===== src/rtl/vmicro16_timer_multi_apb_pkg.sv =====
// rtl/vmicro16_timer_multi_apb_pkg.sv - shared register map and CTRL bit layout for the multi-channel timer
// Contents:
//   TIMR_REG_*   per-channel register offsets (S_PADDR[1:0])
//   TIMR_CTRL_*  bit positions inside the CTRL register
package vmicro16_timer_multi_apb_pkg;

    localparam logic [1:0] TIMR_REG_LOAD = 2'd0;
    localparam logic [1:0] TIMR_REG_CTRL = 2'd1;
    localparam logic [1:0] TIMR_REG_PRES = 2'd2;
    localparam logic [1:0] TIMR_REG_STAT = 2'd3;

    localparam int TIMR_CTRL_EN       = 0;
    localparam int TIMR_CTRL_PERIODIC = 1;
    localparam int TIMR_CTRL_IE       = 2;
    localparam int TIMR_CTRL_WIDTH    = 3;

endpackage


===== src/rtl/vmicro16_timer_chan.sv =====
// rtl/vmicro16_timer_chan.sv - one prescaled down-counter channel with its register file
// Ports:
//   clk, rst_n       clock, asynchronous active-low reset
//   wr_en_i          APB write to this channel in the access phase
//   reg_i            register offset (LOAD/CTRL/PRES/STAT)
//   wdata_i          APB write data
//   rdata_o          read value of the register selected by reg_i
//   pending_o, ie_o  expiry pending flag and interrupt enable, for the irq reduction
//   out_o            registered one-cycle expiry pulse
module vmicro16_timer_chan
    import vmicro16_timer_multi_apb_pkg::*;
#(
    parameter int DATA_WIDTH = 16,
    parameter int PRES_WIDTH = 16
) (
    input  logic                  clk,
    input  logic                  rst_n,
    input  logic                  wr_en_i,
    input  logic [1:0]            reg_i,
    input  logic [DATA_WIDTH-1:0] wdata_i,
    output logic [DATA_WIDTH-1:0] rdata_o,
    output logic                  pending_o,
    output logic                  ie_o,
    output logic                  out_o
);

    logic [DATA_WIDTH-1:0]      load_q, load_d;
    logic [DATA_WIDTH-1:0]      cnt_q, cnt_d;
    logic [TIMR_CTRL_WIDTH-1:0] ctrl_q, ctrl_d;
    logic [PRES_WIDTH-1:0]      pres_q, pres_d;
    logic [PRES_WIDTH-1:0]      pres_cnt_q, pres_cnt_d;
    logic                       pending_q, pending_d;
    logic                       out_q, out_d;

    logic wr_load, wr_ctrl, wr_pres, wr_stat;
    logic en, tick, expire;

    always_comb begin
        wr_load = wr_en_i && (reg_i == TIMR_REG_LOAD);
        wr_ctrl = wr_en_i && (reg_i == TIMR_REG_CTRL);
        wr_pres = wr_en_i && (reg_i == TIMR_REG_PRES);
        wr_stat = wr_en_i && (reg_i == TIMR_REG_STAT);

        en     = ctrl_q[TIMR_CTRL_EN];
        tick   = en && (pres_cnt_q == '0);
        expire = tick && (cnt_q == '0);

        load_d     = load_q;
        cnt_d      = cnt_q;
        ctrl_d     = ctrl_q;
        pres_d     = pres_q;
        pres_cnt_d = pres_q;

        // Prescaler free-runs only while enabled; when stopped it sits at
        // PRES so the first tick after enabling lands PRES+1 edges later.
        if (en) begin
            pres_cnt_d = tick ? pres_q : (pres_cnt_q - 1'b1);
        end

        if (tick) begin
            if (expire) begin
                if (ctrl_q[TIMR_CTRL_PERIODIC]) begin
                    cnt_d = load_q;
                end else begin
                    ctrl_d[TIMR_CTRL_EN] = 1'b0;
                end
            end else begin
                cnt_d = cnt_q - 1'b1;
            end
        end

        out_d = expire;
        // A new expiry in the same cycle as a clear keeps the flag set.
        pending_d = expire || (pending_q && !(wr_stat && wdata_i[0]));

        // Bus writes are applied last so they override the timer's own update.
        if (wr_load) begin
            load_d = wdata_i;
            cnt_d  = wdata_i;
        end
        if (wr_ctrl) begin
            ctrl_d = wdata_i[TIMR_CTRL_WIDTH-1:0];
        end
        if (wr_pres) begin
            pres_d     = wdata_i[PRES_WIDTH-1:0];
            pres_cnt_d = wdata_i[PRES_WIDTH-1:0];
        end
    end

    always_ff @(posedge clk or negedge rst_n) begin
        if (!rst_n) begin
            load_q     <= '0;
            cnt_q      <= '0;
            ctrl_q     <= '0;
            pres_q     <= '0;
            pres_cnt_q <= '0;
            pending_q  <= 1'b0;
            out_q      <= 1'b0;
        end else begin
            load_q     <= load_d;
            cnt_q      <= cnt_d;
            ctrl_q     <= ctrl_d;
            pres_q     <= pres_d;
            pres_cnt_q <= pres_cnt_d;
            pending_q  <= pending_d;
            out_q      <= out_d;
        end
    end

    // LOAD reads back the live counter, not the reload value.
    always_comb begin
        rdata_o = '0;
        case (reg_i)
            TIMR_REG_LOAD: rdata_o = cnt_q;
            TIMR_REG_CTRL: rdata_o[TIMR_CTRL_WIDTH-1:0] = ctrl_q;
            TIMR_REG_PRES: rdata_o[PRES_WIDTH-1:0] = pres_q;
            default:       rdata_o[0] = pending_q;
        endcase
    end

    assign pending_o = pending_q;
    assign ie_o      = ctrl_q[TIMR_CTRL_IE];
    assign out_o     = out_q;

endmodule


===== src/rtl/vmicro16_timer_multi_apb.sv =====
// rtl/vmicro16_timer_multi_apb.sv - multi-channel APB timer: address decode, read mux and irq reduction
// Ports:
//   clk, reset       clock, asynchronous active-low reset
//   S_PADDR          {channel, register offset}
//   S_PWRITE, S_PSELx, S_PENABLE, S_PWDATA   APB request
//   S_PRDATA, S_PREADY                       APB response, zero wait states
//   out              per-channel one-cycle expiry pulses
//   irq              OR over channels of pending & IE
module vmicro16_timer_multi_apb
    import vmicro16_timer_multi_apb_pkg::*;
#(
    parameter int DATA_WIDTH = 16,
    parameter int CHANNELS   = 4,
    parameter int PRES_WIDTH = 16
) (
    input  logic                         clk,
    input  logic                         reset,
    input  logic [$clog2(CHANNELS)+1:0]  S_PADDR,
    input  logic                         S_PWRITE,
    input  logic                         S_PSELx,
    input  logic                         S_PENABLE,
    input  logic [DATA_WIDTH-1:0]        S_PWDATA,
    output logic [DATA_WIDTH-1:0]        S_PRDATA,
    output logic                         S_PREADY,
    output logic [CHANNELS-1:0]          out,
    output logic                         irq
);

    localparam int CH_W = $clog2(CHANNELS);

    logic                  access;
    logic [CH_W-1:0]       chan_sel;
    logic [1:0]            reg_sel;
    logic [DATA_WIDTH-1:0] chan_rdata [CHANNELS];
    logic [CHANNELS-1:0]   pending;
    logic [CHANNELS-1:0]   ie;

    assign access   = S_PSELx && S_PENABLE;
    assign chan_sel = S_PADDR[CH_W+1:2];
    assign reg_sel  = S_PADDR[1:0];

    for (genvar g = 0; g < CHANNELS; g++) begin : g_chan
        vmicro16_timer_chan #(
            .DATA_WIDTH (DATA_WIDTH),
            .PRES_WIDTH (PRES_WIDTH)
        ) u_chan (
            .clk       (clk),
            .rst_n     (reset),
            .wr_en_i   (access && S_PWRITE && (chan_sel == CH_W'(g))),
            .reg_i     (reg_sel),
            .wdata_i   (S_PWDATA),
            .rdata_o   (chan_rdata[g]),
            .pending_o (pending[g]),
            .ie_o      (ie[g]),
            .out_o     (out[g])
        );
    end

    // CHANNELS is a power of two, so every chan_sel value maps to a channel.
    assign S_PRDATA = access ? chan_rdata[chan_sel] : '0;
    assign S_PREADY = access;
    assign irq      = |(pending & ie);

endmodule


===== config.mk =====
export PLATFORM = sky130hd
export DESIGN_NAME = vmicro16_timer_multi_apb
export DESIGN_NICKNAME = d
export VERILOG_FILES = /design/src/rtl/vmicro16_timer_multi_apb_pkg.sv /design/src/rtl/vmicro16_timer_chan.sv /design/src/rtl/vmicro16_timer_multi_apb.sv
export SDC_FILE = /design/constraint.sdc
export NUM_CORES = 1
export LEC_CHECK = 0
export CORE_MARGIN = 10
export CORE_UTILIZATION = 45
export DETAILED_ROUTE_END_ITERATION = 16
export MAX_ROUTING_LAYER = met4
export PLACE_DENSITY = 0.66
export SETUP_SLACK_MARGIN = 0.15
export SYNTH_ARGS = -nofsm -noshare
export SYNTH_HDL_FRONTEND = slang
export SYNTH_HIERARCHICAL = 1
export SYNTH_SLANG_ARGS = --single-unit

===== constraint.sdc =====
create_clock -name clk -period 3.25 [get_ports clk]
set_input_delay 0.325 -clock clk [delete_from_list [all_inputs] [get_ports clk]]
set_output_delay 0.325 -clock clk [all_outputs]
set_load 0.1 [all_outputs]

==> flow_summary.toml <==
[sta]
final_hold_viol_count = 0
grt_setup_unrepaired = "no"
setup_viol = 0
fin_ws_ps = 431
fmax_mhz = 355
slew-limit-headroom_pct = 22.5
setup_tns_ps = 0
worst_pin_slew_ps = 1160
period_minus_slack_ps = 2820
slew_viol_final = 0
fin_crit_sh_pct = 86.7
fin_hold_ws_ps = 312
clock_skew_ps = 10.9

[route]
firstDrtPassIters = 6
drtIter0Drc = 1470
routed_wl_um = 49800
vias = 14600
ant_nets = 0
vias_per_cell = 5.97
detail_route.wl_per_cell_um = 20.4
drc = 0

[clock_network]
cts_tree = "built"
cts_buffers = 31
holdBufCountCts = 1
worstSkewPairLatency_ps = 570
cts-resized-gates = 0
cts.sinks = 276
clock_path_buffers = 3
cts_root_buf = "clkbuf_16"
cts.clk_slew.worst_paths_ps = 60
post_cts_buffers = 0
cts-htree-levels = 1

[grt]
grt_use_met3_pct = 3.93
grt_max_degree = 77
track_usage_pct = 22.8
grtUsageMet1_pct = 30.8
grt_pass1_wl_um = 78800
globalRouteOverflowTotal = 0
first_global_vias = 14100
antenna_found_initial = 1
top_usage_layer = "met2"
grt_use_met2_pct = 33.6

[power]
p_leak_nw = 8.56
peakVddDrop_uv = 388
p_per_area_mw_per_mm2 = 647
finalPower_mw = 12.1

[run_status]
status = "finished clean"

[cells_and_area]
n_antenna_cell = 0
drive_above_1_share_pct = 11.3
ff_latch_area_mm2 = 0.00691
fill_cells = 3374
fin_area_mm2 = 0.0187
multi_input_area_mm2 = 0.00893
syn_to_final_growth_pct = 13.3
fin_nets = 1992

[logic_synthesis]
yosys-top-cells-count = "479 x nand2_1, 276 x dfrtp_1, 190 x nor2_1"
async_flop_share_pct = 100
synth-xor-area-share_pct = 3.72
mappedNetlistNets = 1972
synth_top_cell_by_area = "dfrtp_1"
synth_edf_count = 0
synth_mux_area_share_pct = 8.01
synth-simple-area-share_pct = 26.7
synthTopCellsByArea = "dfrtp_1 42%, nand2_1 11%, mux2i_1 6.9%, nor2_1 4.3%, o21ai_0 3.5%"
syn_area_mm2 = 0.0165
ys_warn_count = 6
synthFlopType = "dfrtp_1"
synth.ff_latch_count = 276
synth_top_family_by_area = "simple AND/OR/NAND/NOR gates"
ys_types = 73
synth.most_common_cell = "nand2_1"
synthAdderAreaFrac_pct = 1.21
synth_cells = 1931
synth_compound_area_share_pct = 14.2
ys_seq_area_share_pct = 41.9
synth_top_cell_area_share_pct = 41.9
syn_avg_cell_area_um2 = 8.54

[die]
coreArea_mm2 = 0.0363
rows = 70
dieArea_mm2 = 0.0447
ios = 47
start_util_pct = 45.4
die_w_um = 211
die_y_um = 211

[placed_design]
dpl_worst_slack_ps = 217
place.gp.congestion = 0.908
numPortBuffers = 46
place_hpwl_um = 34700
place_area_mm2 = 0.0176

[worst_setup_path]
cpMaxStageDelayCell = "clkdlybuf4s50_1"
cp_slowest_stage_delay_ps = 990
setup.worst_path.start_class = "register"
path_cells = "a22oi_1 > nand2_1 > clkdlybuf4s50_1"
path_max_fanout = 3
crit_arrival_ps = 2490
cp-end-kind = "output port"
crit_required_ps = 2920
path_class = "register to output port"

[hold_path]
hp-class = "input port to asynchronous set/reset pin"

[run]
maxCapViolCount = 0
flip-flops by register name, summed over array words and instances (netlist names):
signal,flops
g_chan.u_chan/ctrl_q,12
g_chan.u_chan/pending_o,4
g_chan.u_chan/load_q,64
g_chan.u_chan/cnt_q,64
g_chan.u_chan/out_o,4
g_chan.u_chan/pres_q,64
g_chan.u_chan/pres_cnt_q,64
layout make-up:
type	instances	share of cell area [%]
clock buffers	44	4.84
clock inverters	11	0.844
inverters	31	0.623
multi-input cells	1508	47.8
flip-flops and latches	276	37.0
well taps	468	3.13
repair buffers	103	5.84
layout by cell type, fill, tap and decap left out, types with 21 or more instances in the layout:
cell and count:
xnor2_1 52, a31oi_1 22, nor3_1 48, nand3_1 31, nor2_1 190, o21ai_0 114
a21oi_1 62, and3_1 24, inv_1 30, clkbuf_16 31, nand4_1 21, mux2i_1 114
clkdlybuf4s50_1 25, nand2_1 479, buf_4 54, dfrtp_1 276
path summary, 6_finish.rpt:
path,from,slack [ps],cells past startpoint,end
worst max-delay path,g_chan[2].u_chan/pending_o,430,3,irq
worst min-delay path,reset,310,2,g_chan[1].u_chan/pres_cnt_q[1]
worst max register to register,g_chan[0].u_chan/pres_cnt_q[10],510,6,g_chan[0].u_chan/cnt_q[7]
worst min register to register,g_chan[1].u_chan/load_q[4],470,2,g_chan[1].u_chan/load_q[4]
max in group asynchronous,reset,1980,3,g_chan[2].u_chan/load_q[7]
min in group clk,S_PADDR[1],370,3,g_chan[3].u_chan/pending_o
critical path: cells and delay by family (launching register included):
family	cells	cell delay (ps)
compound gates	1	390
buf+inv	1	990
simple gates	1	110
flops	1	430
stage by stage:
step	utilization (%)	instances
global placement	48.5	2385
detailed placement	48.5	2385
CTS	51.4	2441
finish	51.4	2441
global route	51.4	2441
floorplan	-	1931
power by group:
group          switching (mW)  internal [mW]  total (mW)  leakage (nW)
registers               0.966           4.19        5.16          3.51
clock network            1.43           2.23        3.66         0.526
logic                    1.86           1.42        3.28          4.53
kinds of logic (layout without fill, tap and decap cells):
group	count (synthesis)	count (layout)
AOI/OAI and AO/OA	358	358
adders and majority gates	16	16
muxes	126	126
and+or+nand+nor	938	938
xor gates and xnor gates	70	70
buffers and inverters	147	189
DFF	276	276
metal layers:
layer	share of wire [%]	up-vias	wire length, um
li1	-	6811	-
met1	44	7135	21900
met2	44	523	22000
met3	8.1	98	4040
met4	3.8	0	1910
met5	0	-	0
Note: power is estimated with default switching activity, not from simulation.
